## src/rtl/regfile_writeback_queue_pkg.sv

```systemverilog
// Shared register-file definitions used by the writeback queue and its FIFO.
//   N_REGS      number of architectural registers
//   REG_ADDR_W  register address width
//   REG_ZERO    hard-wired zero register; writes to it are dropped
package regfile_writeback_queue_pkg;

    localparam int N_REGS     = 32;
    localparam int REG_ADDR_W = $clog2(N_REGS);
    localparam logic [REG_ADDR_W-1:0] REG_ZERO = '0;

    function automatic logic is_zero_reg(input logic [REG_ADDR_W-1:0] rd);
        return rd == REG_ZERO;
    endfunction

endpackage

```

## src/rtl/writeback_fifo.sv

```systemverilog
// Circular buffer of pending register writes with two push ports and one pop.
//   clk, reset          clock; synchronous active-high reset of pointers and count
//   push_a/rd_a/data_a  older push of this cycle
//   push_b/rd_b/data_b  younger push of this cycle
//   pop                 drop the head entry (ignored when empty)
//   count               number of valid entries, 0..DEPTH
//   ord_valid/rd/data   entries in age order: index 0 is the head (oldest)
module writeback_fifo
    import regfile_writeback_queue_pkg::*;
#(
    parameter int N_bits = 32,
    parameter int DEPTH  = 4,
    localparam int PW    = $clog2(DEPTH),
    localparam int CW    = PW + 1
) (
    input  logic                  clk,
    input  logic                  reset,
    input  logic                  push_a,
    input  logic [REG_ADDR_W-1:0] rd_a,
    input  logic [N_bits-1:0]     data_a,
    input  logic                  push_b,
    input  logic [REG_ADDR_W-1:0] rd_b,
    input  logic [N_bits-1:0]     data_b,
    input  logic                  pop,
    output logic [CW-1:0]         count,
    output logic [DEPTH-1:0]      ord_valid,
    output logic [REG_ADDR_W-1:0] ord_rd   [DEPTH],
    output logic [N_bits-1:0]     ord_data [DEPTH]
);

    logic [REG_ADDR_W-1:0] mem_rd   [DEPTH];
    logic [N_bits-1:0]     mem_data [DEPTH];
    logic [PW-1:0]         head;
    logic [PW-1:0]         tail;
    logic [PW-1:0]         tail_b;
    logic                  do_pop;

    // The younger push lands one slot further on only if the older one was taken.
    assign tail_b = tail + PW'(push_a);
    assign do_pop = pop && (count != '0);

    always_ff @(posedge clk) begin
        if (reset) begin
            head  <= '0;
            tail  <= '0;
            count <= '0;
        end else begin
            tail  <= tail + PW'(push_a) + PW'(push_b);
            if (do_pop) begin
                head <= head + PW'(1);
            end
            count <= count + CW'(push_a) + CW'(push_b) - CW'(do_pop);
        end
    end

    // Storage carries no reset; validity is tracked by count alone.
    always_ff @(posedge clk) begin
        if (!reset) begin
            if (push_a) begin
                mem_rd[tail]   <= rd_a;
                mem_data[tail] <= data_a;
            end
            if (push_b) begin
                mem_rd[tail_b]   <= rd_b;
                mem_data[tail_b] <= data_b;
            end
        end
    end

    always_comb begin
        for (int unsigned i = 0; i < DEPTH; i++) begin
            ord_valid[i] = CW'(i) < count;
            ord_rd[i]    = mem_rd[head + PW'(i)];
            ord_data[i]  = mem_data[head + PW'(i)];
        end
    end

endmodule

```

## src/rtl/regfile_writeback_queue.sv

```systemverilog
// Write-side initiator for the register file: buffers load/ALU writebacks,
// issues one write per clock, and forwards pending values to the read ports.
//   clk, reset                        clock; synchronous active-high reset
//   ld_valid/ld_rd/ld_data/ld_ready   load writeback handshake
//   alu_valid/alu_rd/alu_data/alu_ready  ALU writeback handshake
//   RegWrite/WriteRegister/WriteData  register file write port
//   ReadRegister1/2                   register file read addresses (tapped)
//   fwd_hit1/2, fwd_data1/2           youngest pending value for each read address
//   empty                             no pending writes
module regfile_writeback_queue
    import regfile_writeback_queue_pkg::*;
#(
    parameter int N_bits = 32,
    parameter int DEPTH  = 4
) (
    input  logic                  clk,
    input  logic                  reset,
    input  logic                  ld_valid,
    input  logic [REG_ADDR_W-1:0] ld_rd,
    input  logic [N_bits-1:0]     ld_data,
    output logic                  ld_ready,
    input  logic                  alu_valid,
    input  logic [REG_ADDR_W-1:0] alu_rd,
    input  logic [N_bits-1:0]     alu_data,
    output logic                  alu_ready,
    output logic                  RegWrite,
    output logic [REG_ADDR_W-1:0] WriteRegister,
    output logic [N_bits-1:0]     WriteData,
    input  logic [REG_ADDR_W-1:0] ReadRegister1,
    input  logic [REG_ADDR_W-1:0] ReadRegister2,
    output logic                  fwd_hit1,
    output logic [N_bits-1:0]     fwd_data1,
    output logic                  fwd_hit2,
    output logic [N_bits-1:0]     fwd_data2,
    output logic                  empty
);

    localparam int CW = $clog2(DEPTH) + 1;

    logic [CW-1:0]         count;
    logic [DEPTH-1:0]      ord_valid;
    logic [REG_ADDR_W-1:0] ord_rd   [DEPTH];
    logic [N_bits-1:0]     ord_data [DEPTH];
    logic                  push_a;
    logic                  push_b;

    // ALU needs one more free slot than the load so that a dual accept
    // never overflows, even before the concurrent pop is accounted for.
    assign ld_ready  = count <= CW'(DEPTH - 1);
    assign alu_ready = count <= CW'(DEPTH - 2);

    // Writes to the zero register complete the handshake but are dropped.
    assign push_a = ld_valid  && ld_ready  && !is_zero_reg(ld_rd);
    assign push_b = alu_valid && alu_ready && !is_zero_reg(alu_rd);

    writeback_fifo #(
        .N_bits (N_bits),
        .DEPTH  (DEPTH)
    ) u_fifo (
        .clk       (clk),
        .reset     (reset),
        .push_a    (push_a),
        .rd_a      (ld_rd),
        .data_a    (ld_data),
        .push_b    (push_b),
        .rd_b      (alu_rd),
        .data_b    (alu_data),
        .pop       (RegWrite),
        .count     (count),
        .ord_valid (ord_valid),
        .ord_rd    (ord_rd),
        .ord_data  (ord_data)
    );

    assign empty         = count == '0;
    assign RegWrite      = !empty;
    assign WriteRegister = RegWrite ? ord_rd[0]   : REG_ZERO;
    assign WriteData     = RegWrite ? ord_data[0] : '0;

    // Later (younger) matches overwrite earlier ones. The head is included
    // because the register file only commits it at the coming edge.
    always_comb begin
        fwd_hit1  = 1'b0;
        fwd_data1 = '0;
        fwd_hit2  = 1'b0;
        fwd_data2 = '0;
        for (int unsigned i = 0; i < DEPTH; i++) begin
            if (ord_valid[i] && !is_zero_reg(ReadRegister1) && ord_rd[i] == ReadRegister1) begin
                fwd_hit1  = 1'b1;
                fwd_data1 = ord_data[i];
            end
            if (ord_valid[i] && !is_zero_reg(ReadRegister2) && ord_rd[i] == ReadRegister2) begin
                fwd_hit2  = 1'b1;
                fwd_data2 = ord_data[i];
            end
        end
    end

endmodule

```

## config.mk

```make
export PLATFORM = sky130hd
export DESIGN_NAME = regfile_writeback_queue
export DESIGN_NICKNAME = d
export VERILOG_FILES = /design/src/rtl/regfile_writeback_queue_pkg.sv /design/src/rtl/writeback_fifo.sv /design/src/rtl/regfile_writeback_queue.sv
export SDC_FILE = /design/constraint.sdc
export NUM_CORES = 1
export LEC_CHECK = 0
export ABC_AREA = 1
export CORE_ASPECT_RATIO = 0.9
export CORE_MARGIN = 2
export CORE_UTILIZATION = 45
export CTS_BUF_LIST = sky130_fd_sc_hd__clkbuf_8
export CTS_CLUSTER_DIAMETER = 60
export CTS_CLUSTER_SIZE = 24
export DETAILED_ROUTE_END_ITERATION = 16
export DONT_BUFFER_PORTS = 1
export GPL_ROUTABILITY_DRIVEN = 0
export MAX_ROUTING_LAYER = met4
export SYNTH_ARGS = -nofsm -noshare
export SYNTH_HDL_FRONTEND = slang
export SYNTH_SLANG_ARGS = --single-unit
export TNS_END_PERCENT = 1
```

## constraint.sdc

```tcl
create_clock -name clk -period 11.7 [get_ports clk]
set_input_delay 2.34 -clock clk [delete_from_list [all_inputs] [get_ports clk]]
set_output_delay 2.34 -clock clk [all_outputs]
set_load 0.05 [all_outputs]
```

==> flow_summary.toml <==
[timing]
setup_violations = 0
setup_tns_ns = 0
max_freq_ghz = 0.129
skew_ns = 0.0187
worst_hold_slack_ns = 0.682
rsz0062_at_grt = "false"
worst_pin_slew_ns = 1.21
period_share_pct = 66.3
setup_ws_ns = 3.94
final-hold-violation-count = 0
slew_viol_final = 0
min_period_ns = 7.76
max-slew-margin-rel_pct = 19.5

[layout]
postLayoutCoreUtil_pct = 47.7
final_cell_mix = "nand2_1 (801), nor2_1 (327), o21ai_0 (282)"
nFillCells = 3092
layout_commonest_cell = "nand2_1"
drive_above_1_share_pct = 4.05
fin_nets = 2206
syn_to_final_growth_pct = 3.60
area.sequential_um2 = 4630
diodes = 0
multi_input_area_um2 = 8080

[detailed_routing]
drt_first_pass_iters = 6
antenna_left = 0
num_vias = 14900
wl_per_cell_um = 20.5
via_per_inst = 5.88
totalWireLength_mm = 51.8
route.detailed.drc = 0
first_iter_violations = 2520

[worst_setup_path]
critPathLaunchType = "input pin"
r2r_setup_slack_ns = 7.46
crit_start = "ReadRegister2[4]"
end_kind = "output port"
worstSetupPathType = "input pin to output port"
r2r_start = "u_fifo.count[2]"
reg2reg_depth = 10
cp.arrival_ns = 5.42
crit_required_ns = 9.36
timing.rr.end = "u_fifo.mem_data[3][24]"
path_max_fanout = 33

[synth]
synthMuxAreaShare_pct = 0.217
ys_seq_area_share_pct = 33.4
syn_area_um2 = 13900
synth_compound_area_share_pct = 17.1
synthCells = 2226
async_reset_ff_share_pct = 0
synth_edf_count = 148
synth_seq_cells = 157
synthAdderAreaFrac_pct = 0.741
ys_warn_count = 0
synth_top_flop_cell = "edfxtp_1"
synth_simple_gate_area_share_pct = 39.5
synth_nets = 2321
syn_area_per_cell_um2 = 6.22
synth_xor_area_share_pct = 0.316
synth_top_family_by_area = "simple AND/OR/NAND/NOR gates"
yosysUniqueCellTypes = 36

[status]
status = "finished, final reports clean"

[run]
maxCapViolations = 0

[die]
core_um2 = 30100
fp.dieH_um = 170
core.rowCount = 60
start_util_pct = 46.0
die_w_um = 189
dieArea_um2 = 32200
ios = 195

[global_route]
antenna_found_initial = 0
track_usage_pct = 32.5
grt_pass1_vias = 12400
grt_max_degree = 79
grt_pass1_wl_mm = 77.4
grt_overflow_total = 0

[power]
p_sw_share_pct = 64.4
p_int_mw = 1.53
vdd_ir_drop_max_uv = 129
power.net_switching_mw = 2.76
power_frac_seq_pct = 21.0
p_per_area_nw_per_um2 = 299
power.total_mw = 4.28
clockPowerShare_pct = 10.1
p_leak_nw = 6.56
comb_power_share_pct = 68.9

[clocking]
clk_path_buf_depth = 2
clk_pin_slew_ns = 0.10
clock_sinks = 157
cts_tree = "yes"
post_cts_resized = 0
cts_buffers = 17
cts_setup_buffers = 0
clock_latency_ns = 0.46
cts_hold_buf = 0
cts_root_buf = "clkbuf_8"
htreeDepth = 4

[placement]
dp_hpwl_mm = 38.0
pre_cts_ws_ns = 3.95
portBuffers = 0

[hold_path]
hold_path_depth = 3
hold_class = "register to register"
min_to = "u_fifo.count[0]"
holdCritStartpoint = "u_fifo.count[0]"
per-stage QoR:
stage                     instances  instance area, um2
after detailed placement       2495               13900
after floorplan                2226               13900
after global routing           2527               14300
after global placement         2495               13900
final                          2527               14300
after CTS                      2527               14300
critical path: stages:
cell and delay, ns:
inv_1 0.08, nand3_1 0.17, nand3_1 0.14, nor2_4 0.60, nand3_2 0.81, nand2_1 0.28, nand3_1 0.09, a21oi_1 0.91
flip-flops by register name (all words and copies together), names as in the netlist, named ones only:
signal,cells
u_fifo.mem_data,128
u_fifo.mem_rd,20
u_fifo.count,3
u_fifo.head,2
u_fifo.tail,2
worst max path at each step:
stage | slack, ns | cells after the start | to
2_1_floorplan | 5.27 | 10 | fwd_data1[30]
3_3_place_gp | 4.03 | 8 | fwd_data2[31]
3_5_place_dp | 3.95 | 8 | fwd_data2[31]
4_1_cts | 3.95 | 8 | fwd_data2[31]
5_1_grt | 3.74 | 12 | fwd_data2[31]
6_report | 3.94 | 8 | fwd_data2[31]
power by group through the flow:
stage	clock network (mW)	logic [mW]	registers, mW
2_1_floorplan	0	2.27	0.827
3_3_place_gp	0	2.83	0.900
3_5_place_dp	0	2.86	0.904
4_1_cts	0.437	2.86	0.891
5_1_grt	0.456	3.17	0.910
6_report	0.432	2.95	0.902
final cells by class:
cell class                 instances  area share, %
timing repair buffer              24           1.26
sequential                       157           32.3
tap                              403           3.51
clock buffer                      17           1.63
clock inverter                    15           1.37
inverter                         140           3.66
multi-input combinational       1771           56.3
routing by layer:
metal	GRT usage, %	routed length [um]	vias up
met5	-	0	-
met4	4.82	446	0
met3	12.2	8200	44
met2	37.0	18200	906
met1	52.1	25000	6768
li1	-	-	7141
synth_stat cells, drive strengths merged (8+ instances only):
cell | n | area share (%)
nor2 | 338 | 9.5
a32oi | 9 | 0.57
nand2 | 805 | 22
inv | 139 | 3.8
o211ai | 8 | 0.43
nand4 | 77 | 3.5
nand3 | 120 | 4.4
clkbuf | 81 | 2.2
a22oi | 44 | 2.4
edfxtp | 148 | 32
dfxtp | 9 | 1.3
buf | 77 | 2.8
o21ai | 291 | 11
a21oi | 29 | 1.0
o32a | 23 | 1.7
logic make-up (layout without fill, tap and decap cells):
group	count (synthesis)	after routing
flip-flops	157	157
multiplexers	3	3
AND/OR/NAND/NOR	1344	1344
AO/OA/AOI/OAI	412	412
XOR/XNOR	5	5
buffers and inverters	298	196
adder cells (fa/ha/maj)	7	7
Note: power is estimated with default switching activity, not from simulation.
